## config.mk

```make
export PLATFORM = sky130hd
export DESIGN_NAME = floating_control_unit_flat
export DESIGN_NICKNAME = d
export VERILOG_FILES = /design/src/rtl/floating_control_unit_if.sv /design/src/rtl/floating_control_unit.sv /design/src/flat_wrapper.sv
export SDC_FILE = /design/constraint.sdc
export NUM_CORES = 1
export LEC_CHECK = 0
export CORE_MARGIN = 2
export CORE_UTILIZATION = 49
export DETAILED_ROUTE_END_ITERATION = 6
export PLACE_DENSITY = 0.94
export SLEW_MARGIN = 20
export SYNTH_ARGS = -nofsm -noshare
export SYNTH_HDL_FRONTEND = slang
export SYNTH_SLANG_ARGS = --single-unit
```

## constraint.sdc

```tcl
create_clock -name clk -period 3.4 [get_ports clk]
set_clock_uncertainty 0.1 [all_clocks]
set_input_delay 1.02 -clock clk [delete_from_list [all_inputs] [get_ports clk]]
set_output_delay 1.02 -clock clk [all_outputs]
set_load 0.005 [all_outputs]
```

## src/rtl/floating_control_unit_if.sv

```systemverilog
// Handshake and datapath-control bundle between the floating-point control unit
// and its environment (requester plus small/big ALU, shifter, rounding stage).
interface floating_control_unit_if #(
    parameter int EXPONENT = 8
);
    logic                start;
    logic [1:0]          op;
    logic [EXPONENT-1:0] expDiff;
    logic                roundOverflow;
    logic                smallerExpSrc;
    logic [EXPONENT-1:0] shiftRightQtt;
    logic [1:0]          operation;
    logic                normalization_src;
    logic                loadResult;
    logic                busy;
    logic                done;
    logic                error;

    modport master (
        output start, op, expDiff, roundOverflow,
        input  smallerExpSrc, shiftRightQtt, operation, normalization_src,
               loadResult, busy, done, error
    );

    modport slave (
        input  start, op, expDiff, roundOverflow,
        output smallerExpSrc, shiftRightQtt, operation, normalization_src,
               loadResult, busy, done, error
    );
endinterface

```

## src/rtl/floating_control_unit.sv

```systemverilog
// Sequencer for a floating-point add/sub/mult datapath: exponent alignment,
// big-ALU execution, normalization with bounded post-rounding re-passes.
module floating_control_unit #(
    parameter int EXPONENT   = 8,
    parameter int MAX_RENORM = 1
) (
    input logic                     clk,
    input logic                     reset,
    floating_control_unit_if.slave  bus
);
    localparam int CW = (MAX_RENORM > 0) ? $clog2(MAX_RENORM + 1) : 1;
    localparam logic [CW-1:0] MAX_CNT = CW'(MAX_RENORM);

    typedef enum logic [2:0] {IDLE, ALIGN, EXEC, NORM, ROUND, FINISH} stateT;

    stateT         state;
    logic [1:0]    opReg;
    logic [CW-1:0] renormCnt;

    always_ff @(posedge clk) begin
        if (reset) begin
            state                 <= IDLE;
            opReg                 <= '0;
            renormCnt             <= '0;
            bus.smallerExpSrc     <= 1'b0;
            bus.shiftRightQtt     <= '0;
            bus.operation         <= '0;
            bus.normalization_src <= 1'b0;
            bus.busy              <= 1'b0;
        end else begin
            case (state)
                IDLE: begin
                    if (bus.start) begin
                        opReg     <= bus.op;
                        renormCnt <= '0;
                        bus.busy  <= 1'b1;
                        state     <= ALIGN;
                    end
                end
                ALIGN: begin
                    if (opReg == 2'b11) begin
                        state <= FINISH;
                    end else begin
                        if (opReg == 2'b10) begin
                            bus.smallerExpSrc <= 1'b0;
                            bus.shiftRightQtt <= '0;
                        end else begin
                            // Negating the most negative value wraps to itself, which
                            // read as unsigned is exactly its magnitude.
                            bus.smallerExpSrc <= bus.expDiff[EXPONENT-1];
                            bus.shiftRightQtt <= bus.expDiff[EXPONENT-1] ? -bus.expDiff
                                                                         : bus.expDiff;
                        end
                        bus.operation <= opReg;
                        state         <= EXEC;
                    end
                end
                EXEC: begin
                    bus.operation         <= '0;
                    bus.normalization_src <= 1'b0;
                    state                 <= NORM;
                end
                NORM: begin
                    bus.normalization_src <= 1'b0;
                    state                 <= ROUND;
                end
                ROUND: begin
                    if (bus.roundOverflow && (renormCnt < MAX_CNT)) begin
                        renormCnt             <= renormCnt + CW'(1);
                        bus.normalization_src <= 1'b1;
                        state                 <= NORM;
                    end else begin
                        state <= FINISH;
                    end
                end
                FINISH: begin
                    bus.smallerExpSrc <= 1'b0;
                    bus.shiftRightQtt <= '0;
                    bus.busy          <= 1'b0;
                    state             <= IDLE;
                end
                default: state <= IDLE;
            endcase
        end
    end

    assign bus.done       = (state == FINISH);
    assign bus.error      = (state == FINISH) && (opReg == 2'b11);
    assign bus.loadResult = (state == FINISH) && (opReg != 2'b11);

endmodule
```

## src/flat_wrapper.sv

```systemverilog
// flat-port wrapper written by rule: the top's interface ports become plain ports
module floating_control_unit_flat 
#(
    parameter int EXPONENT   = 8,
    parameter int MAX_RENORM = 1
)
  (clk, reset, bus_start, bus_op, bus_expDiff, bus_roundOverflow, bus_smallerExpSrc, bus_shiftRightQtt, bus_operation, bus_normalization_src, bus_loadResult, bus_busy, bus_done, bus_error);
  floating_control_unit_if #(.EXPONENT(EXPONENT)) bus_i ();
  input logic clk;
  input logic reset;
  input wire logic [$bits(bus_i.start)-1:0] bus_start;
  input wire logic [$bits(bus_i.op)-1:0] bus_op;
  input wire logic [$bits(bus_i.expDiff)-1:0] bus_expDiff;
  input wire logic [$bits(bus_i.roundOverflow)-1:0] bus_roundOverflow;
  output wire logic [$bits(bus_i.smallerExpSrc)-1:0] bus_smallerExpSrc;
  output wire logic [$bits(bus_i.shiftRightQtt)-1:0] bus_shiftRightQtt;
  output wire logic [$bits(bus_i.operation)-1:0] bus_operation;
  output wire logic [$bits(bus_i.normalization_src)-1:0] bus_normalization_src;
  output wire logic [$bits(bus_i.loadResult)-1:0] bus_loadResult;
  output wire logic [$bits(bus_i.busy)-1:0] bus_busy;
  output wire logic [$bits(bus_i.done)-1:0] bus_done;
  output wire logic [$bits(bus_i.error)-1:0] bus_error;
  assign bus_i.start = bus_start;
  assign bus_i.op = bus_op;
  assign bus_i.expDiff = bus_expDiff;
  assign bus_i.roundOverflow = bus_roundOverflow;
  assign bus_smallerExpSrc = bus_i.smallerExpSrc;
  assign bus_shiftRightQtt = bus_i.shiftRightQtt;
  assign bus_operation = bus_i.operation;
  assign bus_normalization_src = bus_i.normalization_src;
  assign bus_loadResult = bus_i.loadResult;
  assign bus_busy = bus_i.busy;
  assign bus_done = bus_i.done;
  assign bus_error = bus_i.error;
  floating_control_unit #(.EXPONENT(EXPONENT), .MAX_RENORM(MAX_RENORM)) u_core (.clk(clk), .reset(reset), .bus(bus_i));
endmodule
```

# Word level (Yosys, flattened, before mapping)

Index checks and enable logic that the tools add are counted.

Add/sub/neg operators: 2
Multiplexer cells: 20
Order comparisons: 1
Eq/ne operators: 11
Reduce and logical (&&, ||, !) cells: 16

Operators with widths:

| kind                  | number |
|---|---|
| $mux W8               | 3 |
| $pmux W8 S2           | 1 |
| $pmux W3 S5           | 1 |
| $reduce_and A2 Y1     | 5 |
| $reduce_bool A2 Y1    | 5 |
| $mux W3               | 3 |
| $neg A8 Y8            | 1 |
| $pmux W1 S2           | 4 |
| $eq A3 B2 Y1 const B  | 2 |
| $eq A3 B3 Y1 const B  | 2 |
| $mux W1               | 6 |
| $ne A2 B2 Y1 const B  | 3 |
| $eq A2 B2 Y1 const B  | 2 |
| $pmux W2 S2           | 1 |
| $eq A3 B1 Y1 const B  | 1 |
| $logic_and A1 B1 Y1   | 3 |
| $logic_not A3 Y1      | 1 |
| $reduce_and A3 Y1     | 1 |
| $mux W2               | 1 |
| $ne A2 B1 Y1 const B  | 1 |
| $reduce_or A2 Y1      | 1 |
| $add A1 B1 Y1 const B | 1 |
| $lt A1 B1 Y1 const B  | 1 |

Flip-flop bits (word level): 19
Input port bits: 14

# Depth between registers and ports, before layout

Gate-level depths: netlist of the first run.

Depth after elaboration: 5
Depth in mapped cells: 6

# Worst setup path after synthesis of the first run

No wires, ideal clock.

Path type: input-to-reg
Start point: input bus_expDiff[4]
End point: register u_core.bus.shiftRightQtt[7]
Setup slack: 987 ps
Data arrival time: 2243 ps
Library setup time: 70 ps
Stages: 4
Required time: 3230 ps
Cell sequence: or3_1 or3_1 or4_1 a21oi_1

Word-level cells in the longest chain between the ends: 5

Ends and longest elaborated chain:

| element              | line                           | text |
|---|---|---|
| from (decl)          | flat_wrapper.sv:13             | `input wire logic [$bits(bus_i.expDiff)-1:0] bus_expDiff;` |
| $neg A8 Y8           | floating_control_unit.sv:51    | `bus.shiftRightQtt <= bus.expDiff[EXPONENT-1] ? -bus.expDiff` |
| $mux W8              | floating_control_unit.sv:51    |  |
| $mux W8              | floating_control_unit.sv:44    | `if (opReg == 2'b10) begin` |
| $mux W8              | floating_control_unit.sv:41    | `if (opReg == 2'b11) begin` |
| $pmux W8 S2          | floating_control_unit.sv:31    | `case (state)` |
| to (signal assigned) | floating_control_unit.sv:51    |  |
| to (decl)            | floating_control_unit_if.sv:27 | `output smallerExpSrc, shiftRightQtt, operation, normalization_src,` |

Every way passes these cells. The select of a mux whose other input is x is not followed.
A chain may end at the register's enable or synchronous reset.

# Worst setup path in the final report of the first run

Start point: register u_core.state[2]
End point: output bus_loadResult

Word-level cells in the longest chain between the ends: 2

Ends and longest elaborated chain:

| element                | line                        | text |
|---|---|---|
| from (decl)            | floating_control_unit.sv:16 | `stateT state;` |
| from (signal assigned) | floating_control_unit.sv:22 | `state <= IDLE;` |
| from (signal assigned) | floating_control_unit.sv:37 | `state <= ALIGN;` |
| from (signal assigned) | floating_control_unit.sv:42 | `state <= FINISH;` |
| $eq A3 B3 Y1           | floating_control_unit.sv:89 | `assign bus.loadResult = (state == FINISH) && (opReg != 2'b11);` |
| $logic_and A1 B1 Y1    | floating_control_unit.sv:89 |  |
| to (decl)              | flat_wrapper.sv:19          | `output wire logic [$bits(bus_i.loadResult)-1:0] bus_loadResult;` |

Every way passes these cells.

==> results of run 1 <==
worst max-delay path, cell delays in order (launching register included):
cell	delay (ns)
dfxtp_1	0.65
nand2_1	0.20
a21oi_1	0.16
clkdlybuf4s50_1	0.52
synth_stat cells, types with 2 or more instances:
cell	count
nor2b_1	2
and4b_1	2
a22oi_1	5
or3_1	2
o21a_1	2
dfxtp_1	19
xnor2_1	2
o21ai_0	6
nand3_1	3
a31oi_1	3
nor3_1	2
o211ai_1	2
nand2b_1	3
mux2i_1	3
nand2_1	10
nor3b_1	2
clkbuf_1	5
nor2_1	15
inv_1	4
buf_2	3
a21oi_1	9
where the power goes:
| part | switching (mW) | total (mW) | internal [mW] |
|---|---|---|---|
| logic | 0.0567 | 0.126 | 0.0695 |
| registers | 0.0205 | 0.260 | 0.239 |
| clock network | 0.0625 | 0.108 | 0.0456 |
| total | 0.140 | 0.494 | 0.354 |
layout by cell type, fill, tap and decap left out, drive strengths merged, types with 3 or more instances in the layout:
master         count
nor3b              3
clkdlybuf4s50     29
a31oi              3
a21oi              9
a22oi              5
inv                4
nand3              3
mux2i              3
nor2              15
o21ai              7
dfxtp             19
clkbuf             4
nand2b             3
nand2             10
layer usage:
metal | part of all wire | routed length, um | GRT usage
met2 | 0.54 | 1191 | 0.3721
met3 | 0.048 | 106 | 0.03681
met4 | 0.0027 | 6 | 0.08571
met5 | 0 | 0 | 0
met1 | 0.41 | 904 | 0.2054
through the flow:
stage | worst slack, ns | total power [mW] | cells | hold slack [ns]
after CTS | 0.4541 | 0.4993 | 176 | 0.3612
after global routing | 0.2956 | 0.5230 | 176 | 0.3892
after detailed placement | 0.4556 | 0.3906 | 172 | 0.3451
after floorplan | 0.9870 | 0.3342 | 122 | 0.3482
final | 0.4575 | 0.4939 | 176 | 0.3586
after global placement | 0.5285 | 0.3844 | 172 | 0.3456
how the worst max path moves through the flow:
stage,end,slack [ns],cells past startpoint
2_1_floorplan,u_core.bus.shiftRightQtt[7],0.99,4
3_3_place_gp,u_core.bus.shiftRightQtt[7],0.53,5
3_5_place_dp,u_core.bus.shiftRightQtt[7],0.46,5
4_1_cts,bus_loadResult,0.45,4
5_1_grt,bus_loadResult,0.30,4
6_report,bus_loadResult,0.46,3
state kept, by name (all words and copies together), names as in the netlist:
signal and count:
u_core.bus.busy 1, u_core.bus.normalization_src 1, u_core.bus.operation 2, u_core.bus.shiftRightQtt 8
u_core.bus.smallerExpSrc 1, u_core.opReg 2, u_core.renormCnt 1, u_core.state 3
cells by family after synthesis:
kind of cell	share of synthesized area
AND/OR/NAND/NOR	0.2781
AO/OA/AOI/OAI	0.2276
flip-flops	0.3843
buffers and inverters	0.04930
multiplexers	0.03034
XOR/XNOR	0.01770
adder cells (fa/ha/maj)	0.01264
final cells by class:
class	instances	area (sq um)
fill	163	620.6
multi-input combinational	91	560.5
sequential	19	380.4
timing repair buffer	31	305.3
tap	27	33.78
clock buffer	4	26.28
inverter	4	15.01
==> results.json, run 1 <==
{
  "grt_usage": 0.1952,
  "drt_iter0_drc": 13,
  "core_sq_um": 1942,
  "vias": 986,
  "insertion_delay_ns": 0.29,
  "start_util": 0.5097,
  "regToRegEndpoint": "u_core.bus.shiftRightQtt[7]",
  "grt_pass1_wl_mm": 3.698,
  "synthTopCellsByArea": "dfxtp_1 38%, nor2_1 5.7%, a21oi_1 4.6%",
  "power.density_nw_per_um2": 373.8,
  "syn-cell-area_sq_um": 989.7,
  "synth_async_sr_flop_share": 0,
  "min_from": "u_core.bus.shiftRightQtt[7]",
  "cts_tree": "yes",
  "fin_crit_ns": 2.942,
  "hpwlAfterDp_mm": 1.710,
  "tightest_slew_ns": 0.6060,
  "antenna_left": 0,
  "placed_area_sq_um": 1295,
  "ys_ff_latch": 19,
  "first_pass_iters": 4,
  "syn-num-nets": 137,
  "final_util": 0.6804,
  "hold_violations": 0,
  "worstSetupEndpointType": "output port",
  "path_class": "reg -> out",
  "ir_drop_mv": 0.2860,
  "reg2regPathDepth": 5,
  "drv_cap": 0,
  "syn_to_final_growth_pct": 33.50,
  "drc_errors": 0,
  "grt_start_max_net_pins": 19,
  "slew_viol_final": 0,
  "synth_cell_types": 39,
  "clockBufferDepth": 2,
  "routed_wl_mm": 2.209,
  "clkTransAtPathRegs_ns": 0.10,
  "fmax_mhz": 339.9,
  "synthFlopType": "dfxtp_1",
  "holdPathStages": 2,
  "ys_seq_area_frac": 0.3843,
  "period_share": 0.8654,
  "clock_sinks": 19,
  "cts_made_buffers": 3,
  "synth-edff-count": 0,
  "synth_top_cell_by_area": "dfxtp_1",
  "antenna_found_initial": 0,
  "setup-violations-final": 0,
  "htree_levels": 1,
  "vias_per_cell": 5.602,
  "portBuffers": 29,
  "grt_pass1_vias": 932,
  "status": "finished clean",
  "crit_start": "u_core.state[2]",
  "rows": 16,
  "root_buffer": "clkbuf_4",
  "postSynthAreaPerCell_sq_um": 8.112,
  "die_area_sq_um": 2395,
  "fp.dieW_um": 48.94,
  "critPathMaxFanout": 17,
  "gp_congestion": 0.8084,
  "die_h_um": 48.94,
  "wl_per_cell_um": 12.55,
  "cts_hold_buf": 0,
  "cts_resized": 0,
  "reg2reg_slack_ns": 1.47,
  "hold_end": "u_core.bus.shiftRightQtt[7]",
  "critPathArrivalTime_ns": 1.82,
  "drive_gt1_frac": 0.06040,
  "netlist.area_leader.share": 0.3843,
  "hold_class": "reg -> reg",
  "rsz0062_at_grt": "false",
  "overflow": 0,
  "num_io_pins": 30,
  "synth_cells": 122,
  "nets": 165,
  "ys_warn_count": 0,
  "diodes": 0,
  "slew-limit-headroom": 0.5933,
  "p_leak_nw": 0.4819,
  "crit_required_ns": 2.28,
  "regToRegStartpoint": "u_core.state[2]",
  "final_cell_area_sq_um": 1321,
  "post_cts_buffers": 0,
  "setup_tns_ns": 0,
  "cp-start-kind": "flop"
}
(Power assumes the default switching activity.)
==> run 2, diff against run 1 <==
--- a/config.mk
+++ b/config.mk
@@ -6,10 +6,9 @@
 export NUM_CORES = 1
 export LEC_CHECK = 0
 export CORE_MARGIN = 2
-export CORE_UTILIZATION = 49
+export CORE_UTILIZATION = 45
 export DETAILED_ROUTE_END_ITERATION = 6
-export PLACE_DENSITY = 0.94
-export SLEW_MARGIN = 20
+export PLACE_DENSITY = 0.88
 export SYNTH_ARGS = -nofsm -noshare
 export SYNTH_HDL_FRONTEND = slang
 export SYNTH_SLANG_ARGS = --single-unit
==> constraint.sdc (replaced) <==
create_clock -name clk -period 3.03 [get_ports clk]
set_clock_uncertainty 0.1 [all_clocks]
set_input_delay 0.909 -clock clk [delete_from_list [all_inputs] [get_ports clk]]
set_output_delay 0.909 -clock clk [all_outputs]
set_load 0.005 [all_outputs]
==> run 2 against run 1 <==
  * Final cell count rose by 0.57%
  * Routed wire length rose by 5.1%
  * Clock power rose by 16%
  * Largest cell class unchanged
  * First-iteration DRC count rose by 38%
  * Count of clock-buffer cells in the layout did not move
  * Via count fell by 0.61%
  * Non-clock buffer count rose by 1
  * Sequential share of layout area fell by 0.16 points
  * Flip-flop and latch count did not move
  * Highest routed layer unchanged
  * Setup slack got worse by 0.23 ns
  * Sequential power rose by 12%
==> results.json, run 2 (synthesis gave the netlist of run 1 again) <==
{
  "crit_chain": "nor2b_1, nand2_1, nor2_1, clkdlybuf4s50_1",
  "grt_usage": 0.1870,
  "hold_class": "reg -> reg",
  "critPathMaxFanout": 11,
  "layout_common_cells": "29 x clkdlybuf4s50_1, 19 x dfxtp_1, 15 x nor2_1",
  "die_h_um": 50.90,
  "period_share": 0.9244,
  "vias_per_cell": 5.537,
  "critical-path-slowest-cell": "dfxtp_1",
  "setup_tns_ns": 0,
  "die_area_sq_um": 2590,
  "diodes": 0,
  "crit_start": "u_core.state[0]",
  "layout_commonest_cell": "clkdlybuf4s50_1",
  "post_cts_buffers": 0,
  "slew_viol_final": 0,
  "ir_drop_mv": 0.2564,
  "grt_pass1_vias": 900,
  "cts_tree": "yes",
  "regToRegStartpoint": "u_core.state[2]",
  "hold_violations": 0,
  "start_util": 0.4895,
  "insertion_delay_ns": 0.29,
  "syn_to_final_growth_pct": 34.26,
  "cts_hold_buf": 0,
  "fp.dieW_um": 50.90,
  "critPathArrivalTime_ns": 1.79,
  "clkTransAtPathRegs_ns": 0.10,
  "hold_end": "u_core.bus.shiftRightQtt[4]",
  "regToRegEndpoint": "u_core.bus.shiftRightQtt[7]",
  "gp_congestion": 0.8058,
  "core_sq_um": 2022,
  "path_class": "reg -> out",
  "setup-violations-final": 0,
  "antenna_found_initial": 0,
  "cts_resized": 0,
  "slowest_delay_ns": 0.53,
  "min_from": "u_core.bus.shiftRightQtt[4]",
  "drt_iter0_drc": 18,
  "p_leak_nw": 0.4874,
  "hold-worst-slack_ns": 0.3590,
  "root_buffer": "clkbuf_4",
  "fin_crit_ns": 2.801,
  "tightest_slew_ns": 0.6316,
  "grt_pass1_wl_mm": 3.719,
  "reg_top3": "u_core.bus.shiftRightQtt: 8 flops, u_core.state: 3 flops",
  "cp-start-kind": "flop",
  "cts_made_buffers": 3,
  "antenna_left": 0,
  "reg2regPathDepth": 6,
  "reg2reg_slack_ns": 1.10,
  "routed_wl_mm": 2.322,
  "grt_start_max_net_pins": 18,
  "portBuffers": 29,
  "largest_reg_flops": 8,
  "num_io_pins": 30,
  "worstSetupEndpointType": "output port",
  "drc_errors": 0,
  "vias": 980,
  "nets": 166,
  "status": "finished clean",
  "wl_per_cell_um": 13.12,
  "rsz0062_at_grt": "false",
  "overflow": 0,
  "clockBufferDepth": 2,
  "hpwlAfterDp_mm": 1.748,
  "first_pass_iters": 4,
  "htree_levels": 1,
  "drv_cap": 0,
  "holdPathStages": 2,
  "rows": 16,
  "largest_register": "u_core.bus.shiftRightQtt",
  "fmax_mhz": 357.0,
  "crit_required_ns": 2.02,
  "drive_gt1_frac": 0.06667,
  "clock_sinks": 19,
  "power.density_nw_per_um2": 421.1,
  "slew-limit-headroom": 0.5761
}
==> run 2: how the worst max path moves through the flow <==
stage	slack [ns]	cells after the start	to
floorplan	0.73	4	u_core.bus.shiftRightQtt[7]
global placement	0.27	5	u_core.bus.shiftRightQtt[7]
detailed placement	0.19	5	u_core.bus.shiftRightQtt[7]
CTS	0.24	4	bus_error
global route	0.11	4	bus_loadResult
finish	0.23	4	bus_error
==> run 2: area by class of cell <==
type                    instances  area [sq um]
multi-input cells              91         560.5
clock buffers                   4         26.28
repair buffers                 32         312.8
inverters                       4         15.01
flip-flops and latches         19         380.4
fillers                       179         693.2
well taps                      27         33.78
==> run 2: power by group <==
group          total, mW  switching (mW)  internal, mW
sequential         0.290          0.0216         0.268
clock              0.125          0.0736        0.0511
combinational      0.145          0.0661        0.0787
total              0.559           0.161         0.398
==> run 2: metal layers <==
metal  global-route usage  vias to the layer above  wire (um)
met4              0.06757                        0          4
met5                    0                        -          0
li1                     -                      490          -
met1               0.1974                      461       1018
met3              0.03509                        2        110
met2               0.3640                       27       1189
==> run 2: worst max-delay path, delay by kind of cell, from the launching register on <==
kind,cells,cell delay [ns]
flip-flops,1,0.53
buffers and inverters,1,0.51
AND/OR/NAND/NOR,3,0.46
==> run 2: per-stage QoR <==
stage	utilization	instance area (sq um)	power [mW]	worst slack, ns	std cells
after floorplan	-	989.7	0.3750	0.7280	122
after global placement	0.6442	1303	0.4327	0.2733	173
after detailed placement	0.6442	1303	0.4398	0.1870	173
after CTS	0.6572	1329	0.5628	0.2436	177
after global routing	0.6572	1329	0.5904	0.1087	177
final	0.6572	1329	0.5595	0.2291	177
==> run 3, diff against run 2 <==
--- a/config.mk
+++ b/config.mk
@@ -5,6 +5,7 @@
 export SDC_FILE = /design/constraint.sdc
 export NUM_CORES = 1
 export LEC_CHECK = 0
+export ABC_AREA = 0
 export CORE_MARGIN = 2
 export CORE_UTILIZATION = 45
 export DETAILED_ROUTE_END_ITERATION = 6
@@ -12,3 +13,4 @@
 export SYNTH_ARGS = -nofsm -noshare
 export SYNTH_HDL_FRONTEND = slang
 export SYNTH_SLANG_ARGS = --single-unit
+export TNS_END_PERCENT = 100
==> constraint.sdc (replaced) <==
create_clock -name clk -period 3.03 [get_ports clk]
set_clock_uncertainty 0.1 [all_clocks]
set_input_delay 0.303 -clock clk [delete_from_list [all_inputs] [get_ports clk]]
set_output_delay 0.303 -clock clk [all_outputs]
set_load 0.005 [all_outputs]
==> run 3 against run 2 <==
  * Non-clock buffer count fell by 1
  * Sequential share of layout area rose by 0.16 points
  * Power fell by 0.61%
  * Via count fell by 1.6%
  * Global-route usage fell by 0.95 points
  * First-iteration DRC count did not move
  * Routed wire length fell by 7.5%
  * Combinational power fell by 3%
  * Critical path depth fell by 1
  * Count of clock-buffer cells in the layout did not move
  * Highest routed layer unchanged
==> results.json, run 3 (synthesis gave the netlist of run 1 again) <==
{
  "status": "finished clean",
  "cts_resized": 0,
  "rsz0062_at_grt": "false",
  "crit_required_ns": 2.63,
  "ir_drop_mv": 0.2748,
  "rows": 16,
  "clkTransAtPathRegs_ns": 0.11,
  "final_util": 0.6535,
  "diodes": 0,
  "grt_busiest_layer": "met2",
  "grt_start_max_net_pins": 19,
  "htree_levels": 1,
  "p_leak_nw": 0.4819,
  "layout_commonest_cell": "clkdlybuf4s50_1",
  "multi_input_area_sq_um": 560.5,
  "fillers": 187,
  "critPathMaxFanout": 17,
  "hold_class": "reg -> reg",
  "fmax_mhz": 445.8,
  "cts_tree": "yes",
  "num_io_pins": 30,
  "cts_made_buffers": 3,
  "overflow": 0,
  "vias_per_cell": 5.477,
  "holdPathStages": 2,
  "grt_pass1_vias": 884,
  "insertion_delay_ns": 0.29,
  "vias": 964,
  "clockBufferDepth": 2,
  "drc_errors": 0,
  "syn_to_final_growth_pct": 33.50,
  "drt_iter0_drc": 18,
  "start_util": 0.4895,
  "first_pass_iters": 4,
  "hpwlAfterDp_mm": 1.632,
  "largest_reg_flops": 8,
  "drv_cap": 0,
  "antenna_left": 0,
  "layout_common_cells": "29 x clkdlybuf4s50_1, 19 x dfxtp_1, 15 x nor2_1",
  "fp.dieW_um": 50.90,
  "grt_usage": 0.1775,
  "use_met1": 0.2040,
  "path_class": "reg -> out",
  "largest_register": "u_core.bus.shiftRightQtt",
  "reg2regPathDepth": 5,
  "setup_tns_ns": 0,
  "nets": 165,
  "power.density_nw_per_um2": 420.9,
  "die_area_sq_um": 2590,
  "grt_use_met3": 0.03509,
  "tightest_slew_ns": 0.6414,
  "period_share": 0.7403,
  "cts_hold_buf": 0,
  "post_cts_buffers": 0,
  "grt_pass1_wl_mm": 3.532,
  "slew_viol_final": 0,
  "fin_crit_ns": 2.243,
  "antenna_found_initial": 0,
  "setup-violations-final": 0,
  "die_h_um": 50.90,
  "use_met2": 0.3180,
  "clock_sinks": 19,
  "core_sq_um": 2022,
  "root_buffer": "clkbuf_4",
  "wl_per_cell_um": 12.20,
  "portBuffers": 29,
  "routed_wl_mm": 2.148,
  "reg_top3": "u_core.bus.shiftRightQtt: 8 flops, u_core.state: 3 flops",
  "drive_gt1_frac": 0.06040,
  "worstSetupEndpointType": "output port",
  "critPathArrivalTime_ns": 1.84,
  "hold_violations": 0,
  "cp-start-kind": "flop",
  "ff_latch_area_sq_um": 380.4,
  "gp_congestion": 0.7961,
  "slew-limit-headroom": 0.5695
}
-- run 3: worst paths after layout --
| kind | startpoint | to | slack (ns) |
|---|---|---|---|
| hold reg to reg | u_core.bus.smallerExpSrc | u_core.bus.smallerExpSrc | 0.36 |
| hold / removal | u_core.bus.smallerExpSrc | u_core.bus.smallerExpSrc | 0.36 |
| setup / recovery | u_core.state[2] | bus_loadResult | 0.79 |
| setup reg to reg | u_core.state[2] | u_core.bus.shiftRightQtt[7] | 1.10 |
-- run 3: metal layers --
layer  share of wire  up-vias
li1                -      491
met1            0.45      439
met3           0.052        2
met2            0.49       32
met5               0        -
met4          0.0070        0
-- run 3: cell type report --
cell class              count  share of cell area
clock buffers               4             0.01989
well taps                  27             0.02557
flip-flops and latches     19              0.2879
multi-input cells          91              0.4242
repair buffers             31              0.2311
inverters                   4             0.01136
-- run 3: power by group --
group          switching [mW]  internal (mW)  total, mW
registers              0.0231          0.268      0.291
logic                  0.0624         0.0782      0.141
clock network          0.0729         0.0511      0.124
-- run 3: worst max-delay path, stage by stage (launching register included) --
cell and delay [ns]:
dfxtp_1 0.65, nand2_1 0.22, a21oi_1 0.16, clkdlybuf4s50_1 0.51
-- run 3: metrics by stage --
step,instance area [sq um],hold slack (ns),total power [mW],cells,worst slack (ns)
after floorplan,989.7,0.3482,0.3750,122,1.334
after global placement,1295,0.3404,0.4318,172,0.8761
after detailed placement,1295,0.3508,0.4369,172,0.8299
after CTS,1321,0.3658,0.5604,176,0.7965
after global routing,1321,0.4036,0.5913,176,0.6200
final,1321,0.3612,0.5561,176,0.7870
==> variant 1 (config.mk and constraints of run 2) <==
Put a register stage on the output `bus.error`. The value now appears one clock later.
--- a/src/rtl/floating_control_unit.sv
+++ b/src/rtl/floating_control_unit.sv
@@ -85,7 +85,9 @@
     end
 
     assign bus.done       = (state == FINISH);
-    assign bus.error      = (state == FINISH) && (opReg == 2'b11);
+    always_ff @(posedge clk) begin
+        bus.error <= (state == FINISH) && (opReg == 2'b11);
+    end
     assign bus.loadResult = (state == FINISH) && (opReg != 2'b11);
 
 endmodule
Function: changed (a bounded check fails within 4 cycles, from zero or initial values and one cycle with reset high).
==> variant 1 against run 2 <==
Power up 15%. Register-to-register slack better by 0.03 ns. Largest power group unchanged. Sequential cell count rose by 1. Sequential power is 2% higher. Highest routed layer is now met3. Via count fell by 0.20%. Synthesized area grew 2.9%. Routed wire length is 2.2% higher. Global-route usage grew 1.6 points. Setup slack got worse by 0.0096 ns. Count of clock-buffer cells in the layout down 1. Design area is 4.2% higher.
==> variant 1: results (changes against run 2) <==
[metrics] area of placed instances: 0.00133 mm2 (+2.1%)
[metrics] count of synthesis-stage warnings from yosys: 0 (unchanged)
[metrics] layout cell share with drive strength beyond 1: 9.68% (+3.0 points)
[metrics] GRT met1 Usage: 24.5% (+4.7 points)
[metrics] post-route insts no fill: 183 (+3.4%)
[metrics] multiplexer area fraction after synthesis: 1.97% (-1.1 points)
[metrics] compound-gate portion of the synthesized area: 20.4% (-2.4 points)
[metrics] drt initial violations: 14 (-4)
[metrics] met3 WL post-DR: 123 um (+12%)
[metrics] areal power density over the cells: 465 mW/mm2 (+10%)
[metrics] Via Count: 978 (-0.20%)
[metrics] xor and xnor fraction of the mapped netlist area: 1.72% (-0.050 points)
[metrics] Clk pwr share: 33.3% (+11 points)
[metrics] fillcell total: 211 (+18%)
[metrics] result of the run: finished, final reports clean
[metrics] kind of cell with the highest combined delay on the critical path: buffers and inverters
[metrics] Combinational Power: 0.134 mW (-8%)
[metrics] GRT Util Overall: 20.3% (+1.6 points)
[metrics] met2 Track Usage GR: 37.0% (+0.56 points)
[metrics] met1 wire length: 1050 um (+2.7%)
[metrics] sequential area share after synthesis: 39.3% (+0.88 points)
[metrics] list of most frequent post-synthesis cells: nor2_1 (21), dfxtp_1 (20), a21oi_1 (12)
[metrics] post-detail-place hpwl: 1790 um (+2.3%)
[metrics] CP max stage delay: 0.51 ns (-0.02 ns)
[metrics] Net Count, Synth: 142 (+3.6%)
[metrics] pin count of the biggest net entering global routing: 15 (-3)
[metrics] cell internal power dissipation: 0.486 mW (+22%)
[metrics] normalized max-slew margin: 70.2% (+13 points)
[metrics] critical-path maximum fanout: 13 (+2)
[metrics] final estimated routing congestion in global placement: 0.852 (+5.8%)
[metrics] global-route wire length before repair: 4180 um (+12%)
[metrics] number of global-route vias before repair: 990 (+10%)
[metrics] synthesized area per cell: 8.02 um2 (-1.1%)
[metrics] post-route worst setup slack: 0.219 ns (-0.00957 ns)
[metrics] Max rail drop VDD: 246 uV (-4.1%)
[metrics] placement-stage worst setup slack: -0.0439 ns (-0.231 ns)
[metrics] global-route track usage on met3: 4.31% (+0.80 points)
[metrics] critical path's slowest cell: clkdlybuf4s50_1
[metrics] WL/cell: 13.0 um (-1.1%)
[metrics] Post-Synth Adder-Cell Area: 1.23% (-0.036 points)
[metrics] cell chosen for the clock root: clkbuf_4
[metrics] area added between synthesis and finish: 36.0%
[metrics] amount of wire on met2 after detailed routing: 1210 um (+1.3%)
## variant 1: cell count changes after synthesis, moves of 2 or more
cell,change
and4b_1,-2
nand2_1,-4
nor2_1,+6
a32oi_1,+2
nand2b_1,+2
buf_2,-2
a31oi_1,-2
a21oi_1,+3
## variant 1: final timing paths
kind / depth (start not counted) / slack (ns) / end / startpoint
max reg2reg: 6 / 1.13 / u_core.bus.shiftRightQtt[6] / u_core.state[0]
min reg2reg: 2 / 0.38 / u_core.bus.shiftRightQtt[7] / u_core.bus.shiftRightQtt[7]
max: 4 / 0.22 / bus_loadResult / u_core.state[1]
min: 2 / 0.38 / u_core.bus.shiftRightQtt[7] / u_core.bus.shiftRightQtt[7]
## variant 1: area by class of cell
class,instances,share of cell area [%]
well taps,28,2.53
inverters,5,1.36
clock buffers,3,1.63
repair buffers,33,23.1
clock inverters,1,2.17
multi-input cells,93,40.3
flip-flops and latches,20,28.9
==> variant 2 (flow settings as in run 2) <==
Made on the original files. `EXPONENT` is set to 8 in 3 places; all go to 9.
--- a/src/rtl/floating_control_unit_if.sv
+++ b/src/rtl/floating_control_unit_if.sv
@@ -1,7 +1,7 @@
 // Handshake and datapath-control bundle between the floating-point control unit
 // and its environment (requester plus small/big ALU, shifter, rounding stage).
 interface floating_control_unit_if #(
-    parameter int EXPONENT = 8
+    parameter int EXPONENT = 9
 );
     logic                start;
     logic [1:0]          op;
--- a/src/rtl/floating_control_unit.sv
+++ b/src/rtl/floating_control_unit.sv
@@ -1,7 +1,7 @@
 // Sequencer for a floating-point add/sub/mult datapath: exponent alignment,
 // big-ALU execution, normalization with bounded post-rounding re-passes.
 module floating_control_unit #(
-    parameter int EXPONENT   = 8,
+    parameter int EXPONENT   = 9,
     parameter int MAX_RENORM = 1
 ) (
     input logic                     clk,
--- a/src/flat_wrapper.sv
+++ b/src/flat_wrapper.sv
@@ -1,7 +1,7 @@
 // flat-port wrapper written by rule: the top's interface ports become plain ports
 module floating_control_unit_flat 
 #(
-    parameter int EXPONENT   = 8,
+    parameter int EXPONENT   = 9,
     parameter int MAX_RENORM = 1
 )
   (clk, reset, bus_start, bus_op, bus_expDiff, bus_roundOverflow, bus_smallerExpSrc, bus_shiftRightQtt, bus_operation, bus_normalization_src, bus_loadResult, bus_busy, bus_done, bus_error);
Interface: changed (resized bus_expDiff and bus_shiftRightQtt); port bits go from 30 to 32. No check against the original RTL was run, so the function may have changed too.
==> variant 2 against run 2 <==
Synthesized area increased by 0.63%. Register-to-register slack better by 0.19 ns. First-iteration DRC count is 56% lower. Highest routed layer unchanged. Power is 15% higher. Routed wire length decreased by 2.7%. Sequential power increased by 2%. Die area up 0.59%. Maximum frequency is 1.3% lower. Design area rose by 5.2%. Via count down 2.8%. Setup slack worse by 0.037 ns. Global-route usage is 0.058 points higher. Sequential cell count up 1.
==> variant 2: results (changes against run 2) <==
[metrics] result of the run: finished, final reports clean
[metrics] normalized max-slew margin: 70.5% (+13 points)
[metrics] kind of cell with the highest combined delay on the critical path: buffers and inverters
[metrics] number of global-route vias before repair: 891 (-1.0%)
[metrics] combinational share of power: 20.5% (-5.4 points)
[metrics] list of most frequent post-synthesis cells: dfxtp_1 (20), nor2_1 (17), nand2_1 (13)
[metrics] layout cell share with drive strength beyond 1: 6.54% (-0.13 points)
[metrics] number of distinct library cells after synthesis: 31 (-21%)
[metrics] cell internal power dissipation: 0.487 mW (+22%)
[metrics] largest registers: u_core.bus.shiftRightQtt x9, u_core.state x3
[metrics] post-detail-place hpwl: 1720 um (-1.7%)
[metrics] Max rail drop VDD: 285 uV (+11%)
[metrics] worst reg2reg startpoint: u_core.state[1]
[metrics] Combinational Power: 0.131 mW (-9.7%)
[metrics] GRT Util Overall: 18.8% (+0.058 points)
[metrics] vias per inst: 5.27 (-4.9%)
[metrics] final estimated routing congestion in global placement: 0.846 (+5.0%)
[metrics] leakage: 0.534 nW (+9.5%)
[metrics] pin count of the biggest net entering global routing: 14 (-4)
[metrics] clock network power: 0.214 mW (+71%)
[metrics] hold endpoint: u_core.bus.operation[0]
[metrics] Worst Min Path Start: u_core.bus.operation[0]
[metrics] Critical R2R Capture: u_core.bus.shiftRightQtt[8]
[metrics] largest cells by area after synthesis: dfxtp_1 (40%), nor2_1 (6.4%), a21oi_1 (5.5%)
[metrics] hold_ws: 0.373 ns (+0.0138 ns)
[metrics] destination of the critical timing path: bus_loadResult
[metrics] sequential area share after synthesis: 40.2% (+1.8 points)
[metrics] placement-stage worst setup slack: 0.270 ns (+0.0825 ns)
[metrics] critical path data arrival time: 1.83 ns (+0.04 ns)
[metrics] nets: 170 (+2.4%)
[metrics] critical path's slowest cell: clkdlybuf4s50_1
[metrics] wire length after detailed routing: 2260 um (-2.7%)
[metrics] drt initial violations: 8 (-10)
[metrics] clk slew on worst S/H paths: 0.12 ns (+0.02 ns)
[metrics] path depth of the worst reg2reg path: 4 (-2)
[metrics] minimum setup slack among reg-to-reg paths: 1.29 ns (+0.19 ns)
[metrics] maximum frequency from static timing analysis: 0.352 GHz (-1.3%)
[metrics] global-route wire length before repair: 3730 um (+0.19%)
-- variant 2: layer usage --
layer	share of wire, %	GRT usage (%)
met1	44	22.1
met2	50	34.0
met5	0	0
met4	0.49	6.76
met3	5.5	2.92
-- variant 2: stage by stage --
stage | cells | instance area (um2) | utilization (%)
6_report | 181 | 1400 | 65.1
5_1_grt | 181 | 1400 | 65.1
3_3_place_gp | 177 | 1350 | 62.6
3_5_place_dp | 177 | 1350 | 62.6
4_1_cts | 181 | 1400 | 65.1
2_1_floorplan | 120 | 996 | -
-- variant 2: cell type report --
type                    count  area (um2)
flip-flops and latches     20         400
well taps                  28        35.0
clock inverters             1        30.0
clock buffers               3        22.5
multi-input cells          90         558
fillers                   189         751
repair buffers             34         333
inverters                   5        18.8
-- variant 2: cells by family after synthesis --
kind of cell / Yosys count / share of synthesized area [%]
mux: 2 / 2.01
xor+xnor: 6 / 5.28
buf+inv: 10 / 3.77
simple gates: 48 / 26.4
fa+ha+maj: 1 / 1.26
compound gates: 33 / 21.1
flops: 20 / 40.2
